--- config.mk ---
export PLATFORM = sky130hd
export DESIGN_NAME = alu_result_fifo
export DESIGN_NICKNAME = d
export VERILOG_FILES = /design/src/rtl/alu_pkg.sv /design/src/rtl/alu_sat_counter.sv /design/src/rtl/alu_result_fifo.sv
export SDC_FILE = /design/constraint.sdc
export NUM_CORES = 1
export LEC_CHECK = 0
export BUFFER_PORTS_ARGS = -buffer_cell sky130_fd_sc_hd__buf_2
export CAP_MARGIN = 10
export CORE_MARGIN = 8
export CORE_UTILIZATION = 50
export CTS_BUF_LIST = sky130_fd_sc_hd__clkbuf_4 sky130_fd_sc_hd__clkbuf_8
export CTS_CLUSTER_DIAMETER = 120
export CTS_CLUSTER_SIZE = 30
export DETAILED_ROUTE_END_ITERATION = 12
export HOLD_SLACK_MARGIN = 0.03
export PLACE_DENSITY = 0.76
export SLEW_MARGIN = 10
export SYNTH_ARGS = -nofsm -noshare
export SYNTH_HDL_FRONTEND = slang
export SYNTH_HIERARCHICAL = 1
export SYNTH_SLANG_ARGS = --single-unit
--- constraint.sdc ---
create_clock -name s_CLK -period 3.9 [get_ports s_CLK]
set_clock_uncertainty 0.2 [all_clocks]
set_input_delay 0.78 -clock s_CLK [delete_from_list [all_inputs] [get_ports s_CLK]]
set_output_delay 0.78 -clock s_CLK [all_outputs]
set_load 0.1 [all_outputs]
--- src/rtl/alu_pkg.sv ---
// -----------------------------------------------------------------------------
// alu_pkg
// Shared constants for the 4-bit ALU and the blocks that consume its outputs.
// The flag bit positions match the layout of the ALU o_flag vector.
// -----------------------------------------------------------------------------
package alu_pkg;

   localparam int ALU_WIDTH     = 4;
   localparam int FLAG_W        = 4;

   localparam int FLAG_ERR      = 0;
   localparam int FLAG_NEG      = 1;
   localparam int FLAG_POS      = 2;
   localparam int FLAG_OVERFLOW = 3;

endpackage : alu_pkg

--- src/rtl/alu_sat_counter.sv ---
// -----------------------------------------------------------------------------
// alu_sat_counter
// Saturating event counter. It counts up by one per cycle with i_inc high, and
// it holds at all-ones instead of wrapping. i_clr zeroes the count on the next
// edge and takes priority over a simultaneous increment.
//
// Ports
//   s_CLK   in   clock, rising edge
//   s_RSTn  in   asynchronous reset, active-high
//   i_clr   in   synchronous clear
//   i_inc   in   increment request
//   o_cnt   out  current count (CNT_W bits)
// -----------------------------------------------------------------------------
module alu_sat_counter #(
   parameter int CNT_W = 8
) (
   input  logic             s_CLK,
   input  logic             s_RSTn,
   input  logic             i_clr,
   input  logic             i_inc,
   output logic [CNT_W-1:0] o_cnt
);

   logic [CNT_W-1:0] cnt_q;
   logic [CNT_W-1:0] cnt_d;

   always_comb begin
      cnt_d = cnt_q;
      if (i_clr) begin
         cnt_d = '0;
      end else if (i_inc && (cnt_q != {CNT_W{1'b1}})) begin
         cnt_d = cnt_q + CNT_W'(1);
      end
   end

   always_ff @(posedge s_CLK or posedge s_RSTn) begin
      if (s_RSTn) begin
         cnt_q <= '0;
      end else begin
         cnt_q <= cnt_d;
      end
   end

   assign o_cnt = cnt_q;

endmodule : alu_sat_counter

--- src/rtl/alu_result_fifo.sv ---
// -----------------------------------------------------------------------------
// alu_result_fifo
// This is the capture stage behind the ALU. Every valid result/flag pair goes
// into a show-ahead FIFO and is offered to a consumer. Saturating counters
// track the error flags, the overflow flags and the dropped samples.
//
// Handshake: the head entry transfers on a rising edge when o_valid and i_ready
// are both high. o_valid does not depend on i_ready. The ALU side cannot stall,
// so o_ready (~full) is only informative. When the FIFO is full, an incoming
// sample is still accepted if a pop happens in the same cycle. Otherwise it is
// dropped, and o_drop pulses.
//
// Ports
//   s_CLK, s_RSTn          clock, asynchronous active-high reset
//   i_valid/i_result/i_flag ALU sample in
//   o_ready                 not full
//   o_valid/o_result/o_flag head entry out (zero when empty)
//   i_ready                 consumer accepts head
//   o_level                 occupancy
//   o_drop                  combinational pulse for a discarded sample
//   i_clr                   synchronous clear of all counters
//   o_err_cnt/o_ovf_cnt/o_drop_cnt saturating event counters
// -----------------------------------------------------------------------------
module alu_result_fifo
   import alu_pkg::*;
#(
   parameter int WIDTH = 4,
   parameter int DEPTH = 4,
   parameter int CNT_W = 8
) (
   input  logic                     s_CLK,
   input  logic                     s_RSTn,
   input  logic                     i_valid,
   input  logic [WIDTH-1:0]         i_result,
   input  logic [FLAG_W-1:0]        i_flag,
   output logic                     o_ready,
   output logic                     o_valid,
   input  logic                     i_ready,
   output logic [WIDTH-1:0]         o_result,
   output logic [FLAG_W-1:0]        o_flag,
   output logic [$clog2(DEPTH):0]   o_level,
   output logic                     o_drop,
   input  logic                     i_clr,
   output logic [CNT_W-1:0]         o_err_cnt,
   output logic [CNT_W-1:0]         o_ovf_cnt,
   output logic [CNT_W-1:0]         o_drop_cnt
);

   localparam int PTR_W = $clog2(DEPTH);
   localparam int LVL_W = PTR_W + 1;
   localparam int ENT_W = WIDTH + FLAG_W;

   // Each entry is stored as {result, flag}.
   logic [ENT_W-1:0] mem_q [DEPTH];
   logic [PTR_W-1:0] wr_ptr_q, wr_ptr_d;
   logic [PTR_W-1:0] rd_ptr_q, rd_ptr_d;
   logic [LVL_W-1:0] level_q, level_d;

   logic full, empty, push, pop, drop;

   assign full  = (level_q == LVL_W'(DEPTH));
   assign empty = (level_q == '0);
   assign pop   = ~empty & i_ready;
   assign push  = i_valid & (~full | pop);
   assign drop  = i_valid & full & ~pop;

   // DEPTH is a power of two, so the pointers wrap naturally.
   always_comb begin
      wr_ptr_d = wr_ptr_q;
      rd_ptr_d = rd_ptr_q;
      level_d  = level_q;
      if (push) wr_ptr_d = wr_ptr_q + PTR_W'(1);
      if (pop)  rd_ptr_d = rd_ptr_q + PTR_W'(1);
      if (push && !pop)      level_d = level_q + LVL_W'(1);
      else if (pop && !push) level_d = level_q - LVL_W'(1);
   end

   always_ff @(posedge s_CLK or posedge s_RSTn) begin
      if (s_RSTn) begin
         wr_ptr_q <= '0;
         rd_ptr_q <= '0;
         level_q  <= '0;
      end else begin
         wr_ptr_q <= wr_ptr_d;
         rd_ptr_q <= rd_ptr_d;
         level_q  <= level_d;
      end
   end

   // The storage is not reset. The head output is masked while empty, so stale
   // contents never reach the consumer.
   always_ff @(posedge s_CLK) begin
      if (push) mem_q[wr_ptr_q] <= {i_result, i_flag};
   end

   assign o_ready  = ~full;
   assign o_valid  = ~empty;
   assign o_level  = level_q;
   assign o_drop   = drop;
   assign o_result = empty ? '0 : mem_q[rd_ptr_q][ENT_W-1:FLAG_W];
   assign o_flag   = empty ? '0 : mem_q[rd_ptr_q][FLAG_W-1:0];

   alu_sat_counter #(.CNT_W(CNT_W)) u_err_cnt (
      .s_CLK  (s_CLK),
      .s_RSTn (s_RSTn),
      .i_clr  (i_clr),
      .i_inc  (push & i_flag[FLAG_ERR]),
      .o_cnt  (o_err_cnt)
   );

   alu_sat_counter #(.CNT_W(CNT_W)) u_ovf_cnt (
      .s_CLK  (s_CLK),
      .s_RSTn (s_RSTn),
      .i_clr  (i_clr),
      .i_inc  (push & i_flag[FLAG_OVERFLOW]),
      .o_cnt  (o_ovf_cnt)
   );

   alu_sat_counter #(.CNT_W(CNT_W)) u_drop_cnt (
      .s_CLK  (s_CLK),
      .s_RSTn (s_RSTn),
      .i_clr  (i_clr),
      .i_inc  (drop),
      .o_cnt  (o_drop_cnt)
   );

endmodule : alu_result_fifo

# After elaboration in Yosys (flattened, before gate mapping)
# Memories as Yosys holds them, arrays and structs flattened.
# Index checks and enable logic that the tools add are counted.
# totals
reg_bits	31
latch_bits	0
mem_bits_rw	32
romBits	0
inputBits	13
output_inout_bits	38
memories	1
# op_classes
n_addsub	7
mul	0
div_mod_pow	0
magnitude_cmp	0
eq_ne	4
shift	0
n_mux	12
bitwise	10
reduce_logical	12
# mem_list
name	depth	width	rd	rd_clocked_by_memory_dff	write_ports	line	rtl
mem_q	4	8	1	0	1	alu_result_fifo.sv:54	logic [ENT_W-1:0] mem_q [DEPTH];
# op_table
op	n
8-bit two-way mux	6
8-bit by 1-bit adder with 8-bit output (second input constant)	3
8-bit inequality test (second input constant)	3
4-bit two-way mux	2
2-bit nonzero test	4
1-bit AND	6
3-bit two-way mux	2
1-bit logical AND	5
2-bit by 1-bit adder with 2-bit output (second input constant)	2
3-bit by 1-bit adder with 3-bit output (second input constant)	1
3-bit == test (second input constant)	1
3-bit logical NOT	1
1-bit inverter	3
3-bit by 1-bit subtractor with 3-bit output (second input constant)	1
1-bit logical NOT	2
1-bit two-way mux	2
1-bit bitwise OR	1

# Logic depth before layout (Yosys ltp)
# Gate-level depths: netlist of the first run.
# logic_depth
word_depth	9
ltp_mapped	9

# Modules after synthesis
# The synthesis of the first run kept the hierarchy.
# by_module_without_submodules
module	instances	cells_each	area_each_um2
alu_result_fifo	1	90	1655.3
alu_sat_counter	3	49	504.2

# Worst setup path after synthesis of the first run
# No wires, ideal clock.
# synth_timing
kind	register -> register
start	reg level_q[2] (netlist: o_level[2])
end	reg u_drop_cnt.cnt_q[5] (netlist: u_drop_cnt/o_cnt[5])
setup_ns	0.125
arrival_time_ns	5.513
slack_ns	-1.938
path_stages_with_launch	6
path_buffers	0
period_less_slack_ns	5.838
path_cell_list	dfrtp_1 > or3b_1 > nor3b_1 > nand4_1 > a211oi_2 > mux2_4
# synth_via
elab_chain_cells	7
# synth_rtl
item	line	rtl
start: declaration	alu_result_fifo.sv:57	logic [LVL_W-1:0] level_q, level_d;
start signal: assignment	alu_result_fifo.sv:86	level_q <= level_d;
3-bit logical NOT	alu_result_fifo.sv:62	assign empty = (level_q == '0);
1-bit inverter	alu_result_fifo.sv:63	assign pop = ~empty & i_ready;
1-bit AND	alu_result_fifo.sv:63	
1-bit inverter	alu_result_fifo.sv:65	assign drop = i_valid & full & ~pop;
1-bit AND (*)	alu_result_fifo.sv:65	
via o_drop	alu_result_fifo.sv:42	output logic o_drop,
1-bit logical AND (*)	alu_sat_counter.sv:31	end else if (i_inc && (cnt_q != {CNT_W{1'b1}})) begin
2-bit nonzero test (no line) (*)	n/a	
end signal: assignment	alu_sat_counter.sv:40	cnt_q <= cnt_d;
end: declaration	alu_sat_counter.sv:24	logic [CNT_W-1:0] cnt_q;
# Mark *: on every way through the listed nets, which the timed path passes. The rest lies on a longest branch.
# A chain may end at the register's enable or synchronous reset.

# Worst setup path in the final report of the first run
# layout_timing
start	reg level_q[0] (netlist: o_level[0])
end	out o_drop
# layout_via
elab_chain_cells	5
# layout_rtl
item	line
3-bit logical NOT	alu_result_fifo.sv:62
1-bit inverter	alu_result_fifo.sv:63
1-bit AND	alu_result_fifo.sv:63
1-bit inverter	alu_result_fifo.sv:65
1-bit AND (*)	alu_result_fifo.sv:65
end: declaration	alu_result_fifo.sv:42
# Every way passes the cells marked *; elsewhere a longest branch is shown, timed or not.

==> results of run 1 <==
-- cell families (layout without fill, tap and decap cells) --
group | after synthesis | count (layout) | share of synthesized area
simple gates | 86 | 86 | 0.155
xor+xnor | 6 | 6 | 0.0166
buf+inv | 20 | 76 | 0.0336
compound gates | 28 | 28 | 0.0770
fa+ha+maj | 9 | 9 | 0.0379
mux | 25 | 25 | 0.132
flops | 63 | 63 | 0.548
-- worst register-to-register path: cells and delay by family, from the launching register on --
family                   cells  cell delay [ns]
adder cells (fa/ha/maj)      2             0.65
flip-flops                   1             0.44
AND/OR/NAND/NOR              1             0.53
buffers and inverters        1             0.07
multiplexers                 1             0.27
AO/OA/AOI/OAI                1             0.30
-- path summary, 6_finish.rpt --
kind / start / end / slack (ns) / depth (start not counted)
min in group s_CLK: o_level[2] / o_level[2] / 0.29 / 1
min reg2reg: o_level[2] / o_level[2] / 0.29 / 1
max: o_level[0] / o_drop / 0.83 / 3
max reg2reg: o_level[0] / o_level[1] / 1.33 / 6
min: s_RSTn / u_err_cnt/o_cnt[0] / 0.22 / 2
max in group asynchronous: s_RSTn / o_level[2] / 3.01 / 2
-- per-stage QoR --
stage | instance area [um^2] | cells | power, uW | hold WS, ns
floorplan | 3180 | 237 | 1950 | 0.335
global placement | 3460 | 354 | 2110 | 0.272
detailed placement | 3460 | 354 | 2140 | 0.276
CTS | 3680 | 370 | 2770 | 0.220
global route | 3680 | 370 | 2860 | 0.237
finish | 3680 | 370 | 2730 | 0.223
-- cells in the final DEF (no fill, tap or decap), types with 2 or more instances in the layout --
cell        instances
o21bai_1            3
and2b_1             3
buf_2              50
and4_1              3
bufinv_16           2
clkbuf_8            9
mux2_4             13
edfxtp_1           32
a21oi_1             6
xnor2_1             4
nor2b_1            12
and2_1              8
a21oi_2             6
a211oi_2            3
ha_1                8
mux2i_1             3
o311a_1             3
dfrtp_1            30
nor2_1             13
o211a_1             3
nand3_1             7
inv_1              10
and2_2              6
a21boi_2            3
clkinvlp_4          3
nand2b_1            3
xor2_1              2
and3_1              3
mux4_2              8
nand4_1             6
nand4b_1            3
nor3_1              3
nand2_1            13
-- routing by layer --
| metal | GRT usage | part of all wire | wire (um) |
|---|---|---|---|
| met5 | 0 | 0 | 0 |
| met4 | 0.0743 | 0.015 | 93 |
| met3 | 0.0315 | 0.045 | 281 |
| met2 | 0.243 | 0.49 | 3060 |
| met1 | 0.181 | 0.45 | 2800 |
-- report_power, final --
group          internal, uW  switching [uW]  total [uW]
combinational           287             908        1190
sequential              818             101         919
clock                   360             258         618
-- layout make-up --
class,count,area (um^2)
clock inverter,7,96.3
tap,77,96.3
timing repair buffer,50,250
clock buffer,9,124
inverter,10,37.5
fill,526,2560
sequential,63,1740
multi-input combinational,154,1340
-- registers in the layout, summed over array words and instances, names as in the netlist --
name              cells
u_err_cnt/o_cnt       8
o_level               3
mem_q                32
wr_ptr_q              2
u_ovf_cnt/o_cnt       8
u_drop_cnt/o_cnt      8
rd_ptr_q              2
==> metrics.md, run 1 <==
| Metric | Value |
|---|---|
| Synth Flop Type | `edfxtp_1` |
| FMAX | `0.326 GHz` |
| Antenna violations before repair | `0` |
| Vias in the first global route | `2144` |
| End-of-flow core utilization | `0.589` |
| CTS Hold Buffers Added | `0` |
| Remaining Overflow, GRT | `0` |
| Total GRT Usage | `0.148` |
| Core area | `6240 um^2` |
| Post-CTS Resized | `0` |
| Die height | `roughly 96 um` |
| Slew at the pin closest to its max-slew limit | `0.595 ns` |
| Worst Path Class, Setup | `register to output port` |
| MaxCap Viol Count | `0` |
| Syn Inst Count | `237` |
| Setup crit end kind | `output port` |
| Slew Viols, Final | `0` |
| Worst-Skew Late Latency | `0.33 ns` |
| Final HPWL DP | `4510 um` |
| Leak | `0.00161 uW` |
| Avg Inst Size Synth | `13.4 um^2` |
| #FFs+latches synth | `63` |
| Num ports | `around 50` |
| Final Hold Violating Endpoints | `0` |
| I/O Buffers | `50` |
| Cell class contributing the biggest share of worst-path delay | `simple AND/OR/NAND/NOR gates` |
| Power Density | `743 nW/um^2` |
| Pre-CTS setup slack | `between 1 and 1.5 ns` |
| Width of the die | `about 96 um` |
| Crit path cell chain | `or3b_2 -> nor3b_4 -> buf_2` |
| Worst path buffer plus inverter count | `1` |
| RD Place Congestion | `0.783` |
| Crit path time final | `3.07 ns` |
| Clock Path Buffers | `2` |
| Syn Nets | `259` |
| Worst Path Max Fanout | `6` |
| Post-synth EDFFs | `32` |
| Die area | `9140 um^2` |
| Area leader, netlist | `edfxtp_1` |
| Layout area overhead | `16.1%` |
| First-pass GRT wire length | `10400 um` |
| Total wire length | `6240 um` |
| Final ANT Viol Nets | `0` |
| CTS Buf Count | `9` |
| Setup TNS | `0 ns` |
| CP Data Arrival Time | `2.09 ns` |
| Register area share after synthesis | `0.548` |
| Post-CTS Setup Bufs | `0` |
| Worst-path clk slew | `0.07 ns` |
| Slowest library cell on the worst path | `or3b_2` |
| Status | `finished, final reports clean` |
| Worst path max stage delay | `between 0.5 and 0.6 ns` |
| Synth top cells by count | `edfxtp_1 (32), dfrtp_1 (31), mux2_4 (13), nand2_1 (13), nor2_1 (13)` |
| Yosys top cell area share | `0.303` |
| Syn Std Cell Area | `3170 um^2` |
| Final WS setup | `roughly 0.83 ns` |
| Initial core utilization | `0.508` |
| Top cells by area, synth | `edfxtp_1 (30%), dfrtp_1 (24%), mux2_4 (6.2%), mux4_2 (5.7%), ha_1 (3.2%)` |
| Crit path required time | `2.92 ns` |
| Layout Nets | `310` |
| CTS tree | `done` |
| Fin crit share | `0.787` |
| Relative slew margins | `0.604` |
| Tightest Hold Check Type | `input port to async pin` |
| DR iter-0 viols | `71` |
| Vias/cell | `~5.3` |
| # rows | `29` |
| Most numerous cell in the Yosys netlist | `edfxtp_1` |
| Layout cells sized above 1 | `0.375` |
| Vias | `1972` |
| Yosys warns | `6` |
| Setup-failing EPs final | `0` |
| Diode count | `0` |
| Remaining DRCs | `0` |
| Maximum vdd drop | `roughly 0.75 mV` |
| Clk sink count | `63` |
| Setup crit start kind | `register` |
| Largest net degree at the start of global routing | `31` |
| Pre-antenna DRT Iters | `4` |
| CTS Root Buffer Type | `clkbuf_8` |
| RSZ-0062 raised after global routing | `false` |
| Synth cell types | `38` |
| DR WL/cell | `between 15 and 20 um` |
| Async SR Flop Fraction | `0.492` |
| # H-tree levels | `3` |
No activity file was read; power rests on OpenSTA's default activity.
==> inputs of run 2 (changes only) <==
==> constraint.sdc (replaced) <==
create_clock -name s_CLK -period 3.12 [get_ports s_CLK]
set_clock_uncertainty 0.2 [all_clocks]
set_input_delay 0.624 -clock s_CLK [delete_from_list [all_inputs] [get_ports s_CLK]]
set_output_delay 0.624 -clock s_CLK [all_outputs]
set_load 0.1 [all_outputs]
==> run 2 against run 1 <==
Against the previous run:
- largest cell class unchanged
- worst setup slack got worse by 0.61 ns
- via count increased by 1.4%
- combinational power increased by 28%
- sequential cell count unchanged
- highest routed layer unchanged
- critical path type unchanged
- register-to-register slack got worse by 0.75 ns
- wire length decreased by 2.2%
- critical path depth increased by 1
- power increased by 24%
==> metrics.md, run 2 (synthesis gave the netlist of run 1 again) <==
| Metric | Value |
|---|---|
| Most frequent cells in the layout | `buf_2 (50), edfxtp_1 (32), dfrtp_1 (28)` |
| First-pass GRT wire length | `9970 um` |
| Num ports | `51` |
| Setup-failing EPs final | `0` |
| Relative slew margins | `0.649` |
| Top reg by flops | `mem_q` |
| Worst path buffer plus inverter count | `2` |
| Die area | `9140 um^2` |
| R2r startpoint | `o_level[0]` |
| Hold WS | `0.0387 ns` |
| Reg2reg end | `o_level[1]` |
| Width of the die | `95.6 um` |
| Slowest library cell on the worst path | `dfrtp_1` |
| Leak | `0.00161 uW` |
| Setup crit start kind | `register` |
| Crit path cell chain | `buf_4 -> mux4_2 -> and2_1 -> buf_2` |
| Fin crit share | `0.930` |
| CTS Buf Count | `9` |
| Antenna violations before repair | `0` |
| Clock Path Buffers | `2` |
| Worst reg-to-reg path cell count | `6` |
| Final ANT Viol Nets | `0` |
| Clk sink count | `63` |
| Slew Viols, Final | `0` |
| Max FFs per register | `32` |
| Vias | `~2000` |
| Diode count | `0` |
| Largest net degree at the start of global routing | `31` |
| Met2 usage | `0.221` |
| R2R Setup Slk | `0.58 ns` |
| Final Hold Violating Endpoints | `0` |
| Core area | `between 6000 and 7000 um^2` |
| Setup crit end kind | `output port` |
| Crit path required time | `2.30 ns` |
| Die height | `95.6 um` |
| CP Data Arrival Time | `between 2 and 2.5 ns` |
| Remaining Overflow, GRT | `0` |
| Remaining DRCs | `0` |
| RD Place Congestion | `0.845` |
| Total GRT Usage | `0.144` |
| Layout area overhead | `16.2%` |
| MaxCap Viol Count | `0` |
| Maximum vdd drop | `1.06 mV` |
| Commonest non-fill, non-tap cell in the layout | `buf_2` |
| FMAX | `0.345 GHz` |
| Layout cells sized above 1 | `0.384` |
| Worst path max stage delay | `0.54 ns` |
| CTS tree | `done` |
| Fillers | `500` |
| CTS Root Buffer Type | `clkbuf_8` |
| DR iter-0 viols | `37` |
| M3 GR Usage | `0.0378` |
| Worst Path Max Fanout | `6` |
| # rows | `29` |
| Pre-antenna DRT Iters | `4` |
| Worst-Skew Late Latency | `0.34 ns` |
| Cell class contributing the biggest share of worst-path delay | `flip-flops` |
| Final HPWL DP | `between 4000 and 5000 um` |
| Crit path time final | `2.90 ns` |
| Post-CTS Resized | `0` |
| Status | `finished, final reports clean` |
| Top Usage Layer GRT | `met2` |
| # H-tree levels | `3` |
| Grt met1 use | `0.181` |
| Post-CTS Setup Bufs | `0` |
| Layout Nets | `311` |
| Slew at the pin closest to its max-slew limit | `roughly 0.53 ns` |
| Vias/cell | `5.39` |
| Tightest Hold Check Type | `input port to async pin` |
| Worst-path clk slew | `around 0.07 ns` |
| CTS Hold Buffers Added | `0` |
| Worst Path Class, Setup | `register to output port` |
| Initial core utilization | `0.508` |
| DR WL/cell | `16.4 um` |
| Power Density | `920 nW/um^2` |
| End-of-flow core utilization | `0.590` |
| I/O Buffers | `50` |
| RSZ-0062 raised after global routing | `false` |
| Total wire length | `6100 um` |
| Vias in the first global route | `2041` |
## run 2: worst max path at each step
stage	to	cells after the start	startpoint
after floorplan	u_drop_cnt/o_cnt[5]	5	o_level[0]
after global placement	u_err_cnt/o_cnt[5]	6	i_ready
after detailed placement	u_err_cnt/o_cnt[5]	6	i_ready
after CTS	o_result[1]	4	rd_ptr_q[0]
after global routing	o_flag[3]	4	rd_ptr_q[0]
final	o_result[1]	4	rd_ptr_q[0]
## run 2: final cells by class
cell class | count | area (um^2) | area share
sequential | 63 | 1750 | 0.474
multi-input combinational | 154 | 1340 | 0.364
timing repair buffer | 51 | 258 | 0.0700
clock buffer | 10 | 138 | 0.0374
tap | 77 | 96.3 | 0.0262
clock inverter | 6 | 68.8 | 0.0187
inverter | 10 | 37.5 | 0.0102
## run 2: per-layer routing
metal  up-vias  share of wire
met5         -              0
met4         0          0.025
met3        13          0.045
met2        46           0.46
met1       975           0.47
li1        965              -
## run 2: worst register-to-register path, stage by stage, from the launching register on
cell     delay [ns]
dfrtp_4        0.51
or3b_4         0.43
o21a_1         0.29
ha_1           0.26
inv_1          0.07
fa_1           0.40
mux2_2         0.26
## run 2: report_power, final
part	total, uW	switching, uW	internal, uW
Clock	724	330	394
Sequential	1140	112	1030
Combinational	1520	1150	368
## run 2: stage by stage
step	total power [uW]	instance area [um^2]	worst slack [ns]	std cells	TNS, ns
floorplan	2460	3190	-0.284	237	-0.796
detailed placement	2690	3480	0.571	355	0
finish	3390	3680	0.219	371	0
global placement	2670	3480	0.600	355	0
CTS	3420	3680	0.198	371	0
global route	3540	3680	0.105	371	0
==> inputs of run 3 (changes only) <==
--- a/config.mk
+++ b/config.mk
@@ -7,14 +7,16 @@
 export LEC_CHECK = 0
 export BUFFER_PORTS_ARGS = -buffer_cell sky130_fd_sc_hd__buf_2
 export CAP_MARGIN = 10
+export CELL_PAD_IN_SITES_DETAIL_PLACEMENT = 0
+export CELL_PAD_IN_SITES_GLOBAL_PLACEMENT = 2
 export CORE_MARGIN = 8
-export CORE_UTILIZATION = 50
+export CORE_UTILIZATION = 40
 export CTS_BUF_LIST = sky130_fd_sc_hd__clkbuf_4 sky130_fd_sc_hd__clkbuf_8
 export CTS_CLUSTER_DIAMETER = 120
 export CTS_CLUSTER_SIZE = 30
 export DETAILED_ROUTE_END_ITERATION = 12
 export HOLD_SLACK_MARGIN = 0.03
-export PLACE_DENSITY = 0.76
+export PLACE_DENSITY = 0.86
 export SLEW_MARGIN = 10
 export SYNTH_ARGS = -nofsm -noshare
 export SYNTH_HDL_FRONTEND = slang
==> run 3 against run 2 <==
Against the previous run:
- wire length fell by 0.33%
- cell count rose by 6.7%
- critical path type unchanged
- fmax rose by 0.80%
- sequential share of layout area fell by 0.67 points
- critical endpoint is now o_drop
- clock-buffer cell count fell by 1
==> metrics.md, run 3 (synthesis gave the netlist of run 1 again) <==
| Metric | Value |
|---|---|
| Reg area | `1750 um^2` |
| MaxCap Viol Count | `0` |
| Worst-Skew Late Latency | `0.33 ns` |
| Slowest library cell on the worst path | `dfrtp_4` |
| Pre-antenna DRT Iters | `4` |
| Commonest non-fill, non-tap cell in the layout | `buf_2` |
| DR WL/cell | `15.4 um` |
| Antenna violations before repair | `0` |
| Total GRT Usage | `0.115` |
| Final Hold Violating Endpoints | `0` |
| Layout Nets | `311` |
| Top reg by flops | `mem_q` |
| Worst-path clk slew | `0.08 ns` |
| Remaining Overflow, GRT | `0` |
| Initial core utilization | `0.412` |
| Status | `finished, final reports clean` |
| # rows | `32` |
| DR iter-0 viols | `76` |
| Worst Path Class, Setup | `register to output port` |
| Clk sink count | `63` |
| FMAX | `0.347 GHz` |
| Worst path buffer plus inverter count | `1` |
| Setup crit end kind | `output port` |
| Vias | `1993` |
| Crit path time final | `2.88 ns` |
| Core area | `7690 um^2` |
| Vias in the first global route | `2043` |
| Die area | `11000 um^2` |
| Tightest Hold Check Type | `input port to async pin` |
| Multi-input gate area | `1340 um^2` |
| Slew Viols, Final | `0` |
| Vias/cell | `5.03` |
| Fin crit share | `0.922` |
| Die height | `105 um` |
| RSZ-0062 raised after global routing | `false` |
| I/O Buffers | `50` |
| Setup-failing EPs final | `0` |
| Setup TNS | `0 ns` |
| Relative slew margins | `0.632` |
| CP Data Arrival Time | `approximately 2 ns` |
| Worst path max stage delay | `0.51 ns` |
| Largest net degree at the start of global routing | `31` |
| Final HPWL DP | `4330 um` |
| First-pass GRT wire length | `10200 um` |
| RD Place Congestion | `around 0.8` |
| Max FFs per register | `32` |
| CTS Root Buffer Type | `clkbuf_8` |
| Slew at the pin closest to its max-slew limit | `roughly 0.55 ns` |
| Layout area overhead | `17.9%` |
| Fillers | `717` |
| Width of the die | `roughly 100 um` |
| CTS Hold Buffers Added | `0` |
| Crit path cell chain | `or3b_4 -> nor3b_4 -> buf_2` |
| Post-CTS Resized | `0` |
| Power Density | `922 nW/um^2` |
| Leak | `0.00162 uW` |
| CTS Buf Count | `9` |
| Maximum vdd drop | `approximately 0.43 mV` |
| Diode count | `0` |
| # H-tree levels | `3` |
| Total wire length | `roughly 6100 um` |
| Tot Pwr | `approximately 3400 uW` |
| Cell class contributing the biggest share of worst-path delay | `simple AND/OR/NAND/NOR gates` |
| Worst Path Max Fanout | `6` |
| CTS tree | `done` |
| Setup crit start kind | `register` |
| Clock Path Buffers | `2` |
| Final ANT Viol Nets | `0` |
| Crit path required time | `2.30 ns` |
| Remaining DRCs | `0` |
| Num ports | `51` |
| Post-CTS Setup Bufs | `0` |
| Layout cells sized above 1 | `0.384` |
| Most frequent cells in the layout | `buf_2 (50), edfxtp_1 (32), dfrtp_1 (28)` |
==> run 3: area by class of cell <==
type,instances,share of cell area
timing repair buffer,51,0.0690
clock inverter,7,0.0278
inverter,10,0.0101
tap,102,0.0342
sequential,63,0.467
clock buffer,9,0.0332
multi-input combinational,154,0.358
==> run 3: power breakdown <==
part / switching, uW / leakage, uW / total [uW] / internal (uW)
clock network: 329 / 0.000114 / 788 / 459
registers: 104 / 0.000706 / 1140 / 1030
logic: 1150 / 0.000801 / 1520 / 369
==> run 3: metal layers <==
metal | routed length, um | vias up | track usage
met4 | 49 | 0 | 0.0367
met3 | 240 | 2 | 0.0369
met1 | 2780 | 986 | 0.138
met2 | 3010 | 42 | 0.190
li1 | - | 963 | -
met5 | 0 | - | 0
==> run 3: worst paths after layout <==
| path | from | to | slack (ns) | cells past startpoint |
|---|---|---|---|---|
| worst max-delay path | o_level[0] | o_drop | 0.24 | 3 |
| worst min-delay path | s_RSTn | rd_ptr_q[0] | 0.05 | 2 |
| worst max register to register | o_level[0] | o_level[1] | 0.56 | 6 |
| worst min register to register | o_level[2] | o_level[2] | 0.33 | 1 |
| max in group asynchronous | s_RSTn | u_err_cnt/o_cnt[7] | 2.40 | 2 |
| min in group s_CLK | i_result[0] | mem_q[1][4] | 0.31 | 1 |
==> run 3: stage by stage <==
step           hold slack, ns  area, um^2  setup WS (ns)  instances  utilization
5_1_grt                0.0636        3730          0.130        396        0.486
3_3_place_gp            0.308        3510          0.589        380        0.456
3_5_place_dp            0.317        3510          0.580        380        0.456
4_1_cts                0.0633        3730          0.209        396        0.486
6_report               0.0533        3730          0.242        396        0.486
2_1_floorplan           0.227        3190         -0.284        237            -
